### config.mk
export PLATFORM = sky130hd
export DESIGN_NAME = mem_arbiter
export DESIGN_NICKNAME = d
export VERILOG_FILES = /design/src/rtl/sys_defs.sv /design/src/rtl/mem_tag_table.sv /design/src/rtl/mem_arbiter.sv
export SDC_FILE = /design/constraint.sdc
export NUM_CORES = 1
export LEC_CHECK = 0
export ABC_AREA = 1
export CORE_AREA = 3 3 175 177
export DETAILED_ROUTE_END_ITERATION = 8
export DIE_AREA = 0 0 178 180
export SKIP_LAST_GASP = 1
export SLEW_MARGIN = 15
export SYNTH_ARGS = -nofsm -noshare
export SYNTH_HDL_FRONTEND = slang
export SYNTH_SLANG_ARGS = --single-unit
### constraint.sdc
create_clock -name clock -period 1.95 [get_ports clock]
set_clock_uncertainty 0.05 [all_clocks]
set_input_delay 0.39 -clock clock [delete_from_list [all_inputs] [get_ports clock]]
set_output_delay 0.39 -clock clock [all_outputs]
set_load 0.02 [all_outputs]
### src/rtl/sys_defs.sv
// sys_defs: shared bus command encodings, widths and arbiter owner ids
package sys_defs;
  localparam int XLEN = 32;
  localparam int MEM_TAG_W = 4;
  typedef enum logic [1:0] {
    BUS_NONE  = 2'h0,
    BUS_LOAD  = 2'h1,
    BUS_STORE = 2'h2
  } BUS_COMMAND;
  typedef enum logic {
    OWNER_ICACHE = 1'b0,
    OWNER_DCACHE = 1'b1
  } ARB_OWNER;
endpackage

### src/rtl/mem_tag_table.sv
// mem_tag_table: per-tag {valid, owner} record of outstanding memory loads
module mem_tag_table
  import sys_defs::*;
#(
  parameter int NUM_TAGS = 16
) (
  input  logic                 clock,
  input  logic                 reset,
  input  logic                 alloc_en,
  input  logic [MEM_TAG_W-1:0] alloc_tag,
  input  ARB_OWNER             alloc_owner,
  input  logic                 clr_en,
  input  logic [MEM_TAG_W-1:0] clr_tag,
  input  logic [MEM_TAG_W-1:0] rd_tag,
  output logic                 rd_valid,
  output ARB_OWNER             rd_owner,
  output logic                 alloc_hit
);
  logic [NUM_TAGS-1:0] valid;
  logic [NUM_TAGS-1:0] owner;
  // Allocation is written after the clear so a same-tag alloc wins
  always_ff @(posedge clock) begin
    if (!reset) begin
      valid <= '0;
      owner <= '0;
    end else begin
      if (clr_en) valid[clr_tag] <= 1'b0;
      if (alloc_en) begin
        valid[alloc_tag] <= 1'b1;
        owner[alloc_tag] <= alloc_owner;
      end
    end
  end
  // A live entry being retired this same cycle is not a collision
  always_comb begin
    rd_valid  = valid[rd_tag];
    rd_owner  = ARB_OWNER'(owner[rd_tag]);
    alloc_hit = alloc_en && valid[alloc_tag] && !(clr_en && clr_tag == alloc_tag);
  end
endmodule

### src/rtl/mem_arbiter.sv
// mem_arbiter: shares one memory port between icache and dcache, routes returns by tag
module mem_arbiter
  import sys_defs::*;
#(
  parameter int NUM_TAGS   = 16,
  parameter int MAX_STARVE = 4
) (
  input  logic                 clock,
  input  logic                 reset,
  input  logic [1:0]           icache2ctlr_command,
  input  logic [XLEN-1:0]      icache2ctlr_addr,
  input  logic [1:0]           dcache2ctlr_command,
  input  logic [XLEN-1:0]      dcache2ctlr_addr,
  input  logic [63:0]          dcache2ctlr_data,
  input  logic [MEM_TAG_W-1:0] mem2ctlr_response,
  input  logic [63:0]          mem2ctlr_data,
  input  logic [MEM_TAG_W-1:0] mem2ctlr_tag,
  output logic [1:0]           ctlr2mem_command,
  output logic [XLEN-1:0]      ctlr2mem_addr,
  output logic [63:0]          ctlr2mem_data,
  output logic [MEM_TAG_W-1:0] Ctlr2proc_response,
  output logic [63:0]          Ctlr2proc_data,
  output logic [MEM_TAG_W-1:0] Ctlr2proc_tag,
  output logic [MEM_TAG_W-1:0] Ctlr2icache_response,
  output logic [63:0]          Ctlr2icache_data,
  output logic [MEM_TAG_W-1:0] Ctlr2icache_tag,
  output logic                 tag_err
);
  localparam int SW = $clog2(MAX_STARVE + 1);
  logic [SW-1:0] starve_cnt;
  logic tag_err_q, d_req, i_req, grant_d, grant_i, resp_ok, alloc_en, ret_vld, hit;
  logic rd_valid, alloc_hit;
  ARB_OWNER rd_owner;
  // Grant, accept steering and return routing; everything is zero while in reset
  always_comb begin
    d_req = dcache2ctlr_command != BUS_NONE;
    i_req = icache2ctlr_command != BUS_NONE;
    grant_d = reset && d_req && (starve_cnt < SW'(MAX_STARVE) || !i_req);
    grant_i = reset && i_req && !grant_d;
    resp_ok = mem2ctlr_response != '0;
    ctlr2mem_command = grant_d ? dcache2ctlr_command : grant_i ? icache2ctlr_command : BUS_NONE;
    ctlr2mem_addr = grant_d ? dcache2ctlr_addr : grant_i ? icache2ctlr_addr : '0;
    ctlr2mem_data = grant_d ? dcache2ctlr_data : '0;
    Ctlr2proc_response = grant_d ? mem2ctlr_response : '0;
    Ctlr2icache_response = grant_i ? mem2ctlr_response : '0;
    alloc_en = (grant_d || grant_i) && resp_ok && ctlr2mem_command == BUS_LOAD;
    ret_vld = reset && mem2ctlr_tag != '0;
    hit = ret_vld && rd_valid;
    Ctlr2proc_tag = hit && rd_owner == OWNER_DCACHE ? mem2ctlr_tag : '0;
    Ctlr2proc_data = hit && rd_owner == OWNER_DCACHE ? mem2ctlr_data : '0;
    Ctlr2icache_tag = hit && rd_owner == OWNER_ICACHE ? mem2ctlr_tag : '0;
    Ctlr2icache_data = hit && rd_owner == OWNER_ICACHE ? mem2ctlr_data : '0;
    tag_err = reset && tag_err_q;
  end
  // Count consecutive cycles icache asks but is not accepted, saturating
  always_ff @(posedge clock) begin
    if (!reset) starve_cnt <= '0;
    else if (i_req && !(grant_i && resp_ok))
      starve_cnt <= starve_cnt == SW'(MAX_STARVE) ? starve_cnt : starve_cnt + 1'b1;
    else starve_cnt <= '0;
  end
  // Sticky flag for orphan returns and accepts onto a live tag
  always_ff @(posedge clock) begin
    if (!reset) tag_err_q <= 1'b0;
    else tag_err_q <= tag_err_q || (ret_vld && !rd_valid) || alloc_hit;
  end
  mem_tag_table #(.NUM_TAGS(NUM_TAGS)) u_table (
    .clock      (clock),
    .reset      (reset),
    .alloc_en   (alloc_en),
    .alloc_tag  (mem2ctlr_response),
    .alloc_owner(grant_d ? OWNER_DCACHE : OWNER_ICACHE),
    .clr_en     (hit),
    .clr_tag    (mem2ctlr_tag),
    .rd_tag     (mem2ctlr_tag),
    .rd_valid   (rd_valid),
    .rd_owner   (rd_owner),
    .alloc_hit  (alloc_hit)
  );
endmodule

==> flow_summary_export.csv, run 1 <==
group,metric,value,unit
cts,clock_sinks,36,
logic_synthesis,postSynthCellCount,873,
timing,setup_viol,137,
worst_setup_path,cp.depth,8,
timing,maxSlewHeadroom,76.6,%
timing,finalCritPeriodShare,127,%
floorplanning,die-area,32000,um^2
cts,path_clk_slew,0.05,ns
worst_setup_path,arrival,2.04,ns
logic_synthesis,netlist_area,4160,um^2
global_route,grt_max_degree,31,
hold_path,hp-class,"flop to flop",
cts,cts_hold_buf,0,
hold_path,holdPathStages,2,
detailed_routing,drc,0,
finish,synthToLayoutAreaGrowth,172,%
logic_synthesis,ys_types,25,
detailed_routing,vias,7193,
worst_setup_path,cpMaxStageDelayCell,"dfxtp_2",
logic_synthesis,netlist.area_leader.share,23.1,%
timing,fin_crit,2.48,ns
finish,utilization,38.4,%
status,violations,"setup timing",
logic_synthesis,syn_area_per_cell,4.77,um^2
power,power_frac_clock,25.5,%
power,sequentialPowerShare,23.0,%
floorplanning,die_w,178,um
detailed_routing,wire_per_inst,15.8,um
detailed_routing,first_iter_violations,277,
worst_setup_path,endpoint_kind,"output pin",
worst_setup_path,path_max_fanout,20,
placement,finalWeightedCongestion,0.898,
power,total_power,3300,uW
cts,clockBufferDepth,2,
power,powerDensity,292,nW/um^2
global_route,antenna_found_initial,2,
logic_synthesis,synth_area_leaders,"nor2_1 23%, nand2_1 21%, dfxtp_1 17%",
finish,drive_gt1_share,39.6,%
logic_synthesis,synth-seq-cells,36,
worst_setup_path,worst-endpoint-required,1.51,ns
floorplanning,initial_utilization,14.2,%
timing,rsz0062_at_grt,"yes",
worst_setup_path,cpLargestDelayFamily,"buffers and inverters",
cts,htreeDepth,2,
detailed_routing,ant_nets,0,
global_route,grt_pass1_wl,40400,um
timing,fmax,403,MHz
detailed_routing,wl,28700,um
global_route,grt_overflow,0,
floorplanning,pin_count,449,
finish,mostFrequentLayoutCells,"214 x nand2_1, 195 x clkdlybuf4s50_1, 169 x inv_1",
power,p_comb_share,51.5,%
timing,worst_pin_slew,0.347,ns
timing,fin_ws,-0.530,ns
worst_setup_path,reg2reg_depth,11,
power,p_leak,0.00566,uW
run,drv_cap,0,
power,p_int,2100,uW
logic_synthesis,synth_nets,1081,
power,vdd_drop_max,0.000274,V
timing,finalHoldViolCount,0,
cts,root_buffer,"clkbuf_16",
power,power_switching,1200,uW
power,swShare,36.4,%
timing,slew_violations,0,
logic_synthesis,yosys_warnings,0,
floorplanning,coreArea,29400,um^2
worst_setup_path,crit_chain,"a22o_1 > o21ai_2 > nand2_2 > buf_6 > o21ai_4 > buf_12 > nor2_2 > dlygate4sd2_1",
cts,insertion_delay,0.28,ns
global_route,first_global_vias,6795,
worst_setup_path,crit_buf_inv,3,
cts,cts_buffers,5,
detailed_routing,first_pass_iters,5,
floorplanning,fp-row-count,63,
worst_setup_path,startpoint_type,"flop",
cts,cts_tree,"built",
finish,layout_commonest_cell,"nand2_1",
placement,hpwl,22100,um
worst_setup_path,worstSetupPathType,"flop to output pin",
worst_setup_path,cpPeakStageDelay,0.33,ns
floorplanning,die_h,180,um
logic_synthesis,synth.largest_area_cell,"nor2_1",
placement,port_buffers,448,
detailed_routing,avgViaCountPerCell,3.96,
finish,nets,1634,
finish,antenna_cells,0,
status,status,"finished with violations",
logic_synthesis,yosysSeqAreaShare,17.3,%
global_route,groute.usage.overall,16.0,%
[path summary, 6_finish.rpt]
kind | from | end | slack, ns
hold / removal | u_table.owner[0]$_SDFFE_PN0P_ | u_table.owner[0]$_SDFFE_PN0P_ | 0.38
setup / recovery | u_table.owner[4]$_SDFFE_PN0P_ | Ctlr2proc_data[30] | -0.53
hold reg to reg | u_table.owner[0]$_SDFFE_PN0P_ | u_table.owner[0]$_SDFFE_PN0P_ | 0.38
setup reg to reg | starve_cnt[2]$_SDFFE_PN0N_ | tag_err_q$_SDFF_PN0_ | 0.17
[state kept, by name, indices dropped and copies added (netlist names)]
| signal | cells |
|---|---|
| tag_err_q | 1 |
| u_table.valid | 16 |
| u_table.owner | 16 |
| starve_cnt | 3 |
[Yosys cell counts, drive strengths merged]
library cell / count
nor2: 258
nand2: 229
inv: 176
nand3: 71
dfxtp: 36
a21oi: 35
buf: 27
clkbuf: 21
o21ai: 7
a22o: 3
xor2: 3
ha: 2
nand4: 2
nor3: 1
o21a: 1
xnor2: 1
[logic make-up after synthesis]
kind of cell | after synthesis | share of synthesized area [%]
compound gates | 46 | 6.04
xor+xnor | 4 | 0.842
fa+ha+maj | 2 | 0.601
buf+inv | 224 | 22.1
flops | 36 | 17.3
simple gates | 561 | 53.1
[worst min-delay path, cell delays in order, from the launching register on]
cell and delay (ns):
dfxtp_1 0.30, nand2_1 0.05, inv_1 0.03
[layout make-up]
cell class,instances,area (um^2)
multi-input combinational,614,3550
tap,390,488
clock buffer,7,153
sequential,36,728
fill,3054,18100
inverter,176,688
timing repair inverter,2,13.8
timing repair buffer,591,5680
[per-layer routing]
layer | up-vias | global-route usage [%] | share of wire, %
met2 | 280 | 28.5 | 50
met3 | 40 | 3.11 | 6.7
met5 | - | 0 | 0.084
met1 | 3214 | 19.7 | 41
li1 | 3655 | - | -
met4 | 4 | 3.36 | 1.7
[power by group through the flow]
stage	combinational [uW]	clock (uW)	sequential, uW
2_1_floorplan	660	0	772
3_3_place_gp	1650	0	775
3_5_place_dp	1650	0	775
4_1_cts	1590	855	759
5_1_grt	1820	885	760
6_report	1700	842	759
[timing repair]
| item | 4_1_cts | 5_1_grt |
|---|---|---|
| setup buffers | 15 | 29 |
| gates cloned | 10 | 7 |
| resized for setup | 589 | 612 |
| endpoints found under the setup margin | 273 | 276 |
| pin swaps | 9 | 16 |
| endpoints found under the hold margin | 0 | 0 |
[metrics by stage]
stage | setup WS (ns) | hold slack, ns | std cells | area (um^2) | setup TNS (ns)
floorplan | -0.174 | 0.357 | 873 | 4820 | -19.50
global placement | -1.56 | 0.375 | 1750 | 10400 | -310.11
detailed placement | -1.59 | 0.371 | 1750 | 10400 | -312.36
CTS | -0.594 | 0.379 | 1782 | 10900 | -131.25
global route | -0.618 | 0.400 | 1816 | 11300 | -69.33
finish | -0.530 | 0.376 | 1816 | 11300 | -57.34
Power figures use the tool's default switching activity.
==> run 2: changes to the inputs <==
CTS_CLUSTER_SIZE = 28   (was default)
RECOVER_POWER = 50   (was default)
==> flow_summary_export.csv, run 2 (synthesis results as in run 1) <==
group,metric,value,unit
status,status,"finished with violations",
status,violations,"setup timing",
floorplanning,die_h,180,um
worst_setup_path,endpoint_kind,"output pin",
timing,finalCritPeriodShare,127,%
power,powerDensity,293,nW/um^2
finish,synthToLayoutAreaGrowth,170,%
floorplanning,pin_count,449,
worst_setup_path,cpMaxStageDelayCell,"dlygate4sd2_1",
power,swShare,36.6,%
cts,root_buffer,"clkbuf_16",
worst_setup_path,reg2reg_from,"starve_cnt[2]$_SDFFE_PN0N_",
floorplanning,die_w,178,um
timing,maxSlewHeadroom,75.4,%
global_route,grt_overflow,0,
worst_setup_path,worstSetupPathType,"input port to output pin",
cts,insertion_delay,0.28,ns
detailed_routing,drc,0,
floorplanning,die-area,32000,um^2
finish,reg.largest.list,"u_table.owner (16), u_table.valid (16), starve_cnt (3)",
timing,fmax,404,MHz
floorplanning,coreArea,29400,um^2
cts,cts_tree,"built",
power,power_frac_clock,25.8,%
power,p_comb_share,51.1,%
power,total_power,3280,uW
worst_setup_path,path_max_fanout,20,
worst_setup_path,cp-startpoint,"mem2ctlr_tag[0]",
timing,worst_pin_slew,0.364,ns
placement,finalWeightedCongestion,0.898,
power,sequentialPowerShare,23.1,%
cts,clock_sinks,36,
timing,slew_violations,0,
worst_setup_path,arrival,2.04,ns
finish,drive_gt1_share,39.4,%
detailed_routing,avgViaCountPerCell,3.97,
global_route,first_global_vias,6795,
global_route,groute.usage.overall,16.0,%
timing,fin_ws,-0.527,ns
worst_setup_path,worst-endpoint-required,1.51,ns
placement,port_buffers,448,
finish,mostFrequentLayoutCells,"214 x nand2_1, 195 x clkdlybuf4s50_1, 169 x inv_1",
hold_path,worstHoldStart,"u_table.owner[0]$_SDFFE_PN0P_",
detailed_routing,wire_per_inst,15.8,um
global_route,antenna_found_initial,2,
placement,dp_slack,-1.59,ns
floorplanning,fp-row-count,63,
worst_setup_path,crit_buf_inv,5,
timing,rsz0062_at_grt,"yes",
floorplanning,initial_utilization,14.2,%
cts,clockBufferDepth,2,
run,drv_cap,0,
power,p_int,2080,uW
worst_setup_path,cpPeakStageDelay,0.33,ns
placement,hpwl,22100,um
power,p_leak,0.00561,uW
timing,setup_viol,159,
finish,layout_commonest_cell,"nand2_1",
detailed_routing,wl,28700,um
finish,seqCellArea,728,um^2
detailed_routing,first_pass_iters,5,
detailed_routing,ant_nets,0,
worst_setup_path,crit_chain,"buf_12 > clkinv_8 > buf_12 > nand2_2 > nand2_1 > nand2_1 > nand2_1 > nand2_1 > nand2_2 > o21a_4 > o21ai_4 > buf_12 > nor2_2 > dlygate4sd2_1",
cts,htreeDepth,2,
hold_path,hp-class,"flop to flop",
finish,antenna_cells,0,
power,power_switching,1200,uW
cts,path_clk_slew,0.05,ns
finish,filler_cell_count,3074,
worst_setup_path,cpLargestDelayFamily,"buffers and inverters",
timing,fin_crit,2.48,ns
global_route,grt_max_degree,31,
finish,utilization,38.2,%
finish,nets,1634,
power,vdd_drop_max,0.000271,V
worst_setup_path,path_common_cell,"nand2_1",
global_route,grt_pass1_wl,40400,um
timing,timing.hold.ws,0.375,ns
worst_setup_path,startpoint_type,"input port",
detailed_routing,first_iter_violations,336,
finish,multi_input_area,3530,um^2
detailed_routing,vias,7201,
timing,finalHoldViolCount,0,
cts,cts_buffers,5,
[run 2: cell count changes in the layout (fill, tap and decap cells not counted), moves of 2 or more]
cell,before,now
buf_12,26,24
buf_4,125,122
clkbuf_1,0,3
clkbuf_16,9,7
clkbuf_4,1,4
[run 2: final timing paths]
path / to / slack [ns] / cells past startpoint
min reg2reg: u_table.owner[0]$_SDFFE_PN0P_ / 0.37 / 2
min: u_table.owner[0]$_SDFFE_PN0P_ / 0.37 / 2
max reg2reg: tag_err_q$_SDFF_PN0_ / 0.12 / 11
max: Ctlr2proc_data[30] / -0.53 / 14
[run 2: routing by layer]
layer	vias to the layer above	GRT usage [%]	part of all wire, %
li1	3656	-	-
met1	3215	19.7	41
met2	287	28.5	50
met3	39	3.11	6.7
met4	4	3.36	1.7
met5	-	0	0.087
[run 2: final cells by class]
type / instances / area share (%)
well taps: 390 / 4.35
repair buffers: 591 / 50.1
repair inverters: 2 / 0.123
flip-flops and latches: 36 / 6.49
clock buffers: 7 / 1.36
inverters: 176 / 6.09
multi-input cells: 614 / 31.5
[run 2: what timing repair did]
action                     4_1_cts  5_1_grt
pin swaps                        9       16
cloned                          10        7
resized for setup              589      612
hold buffers                     0        0
setup buffers                   15       29
setup endpoints to repair      273      276
[run 2: worst register-to-register path, stage by stage (launching register included)]
cell and delay [ns]:
dfxtp_4 0.38, o21ai_4 0.06, nand2_2 0.12, inv_4 0.06, buf_6 0.12, buf_12 0.11
nand2_1 0.08, nand3_2 0.20, buf_4 0.21, nor2_1 0.13, nand2_1 0.11, a21oi_1 0.13
[run 2: power groups by stage]
stage	Sequential, uW	Clock (uW)	Combinational, uW
after floorplan	772	0	660
after global placement	775	0	1650
after detailed placement	775	0	1650
after CTS	759	855	1590
after global routing	760	885	1790
final	758	846	1680
[run 2: through the flow]
step                setup TNS, ns  std cells  area, um^2
detailed placement        -312.36       1750       10400
floorplan                  -19.50        873        4820
global route               -74.31       1816       11200
CTS                       -131.25       1782       10900
global placement          -310.11       1750       10400
finish                     -57.51       1816       11200
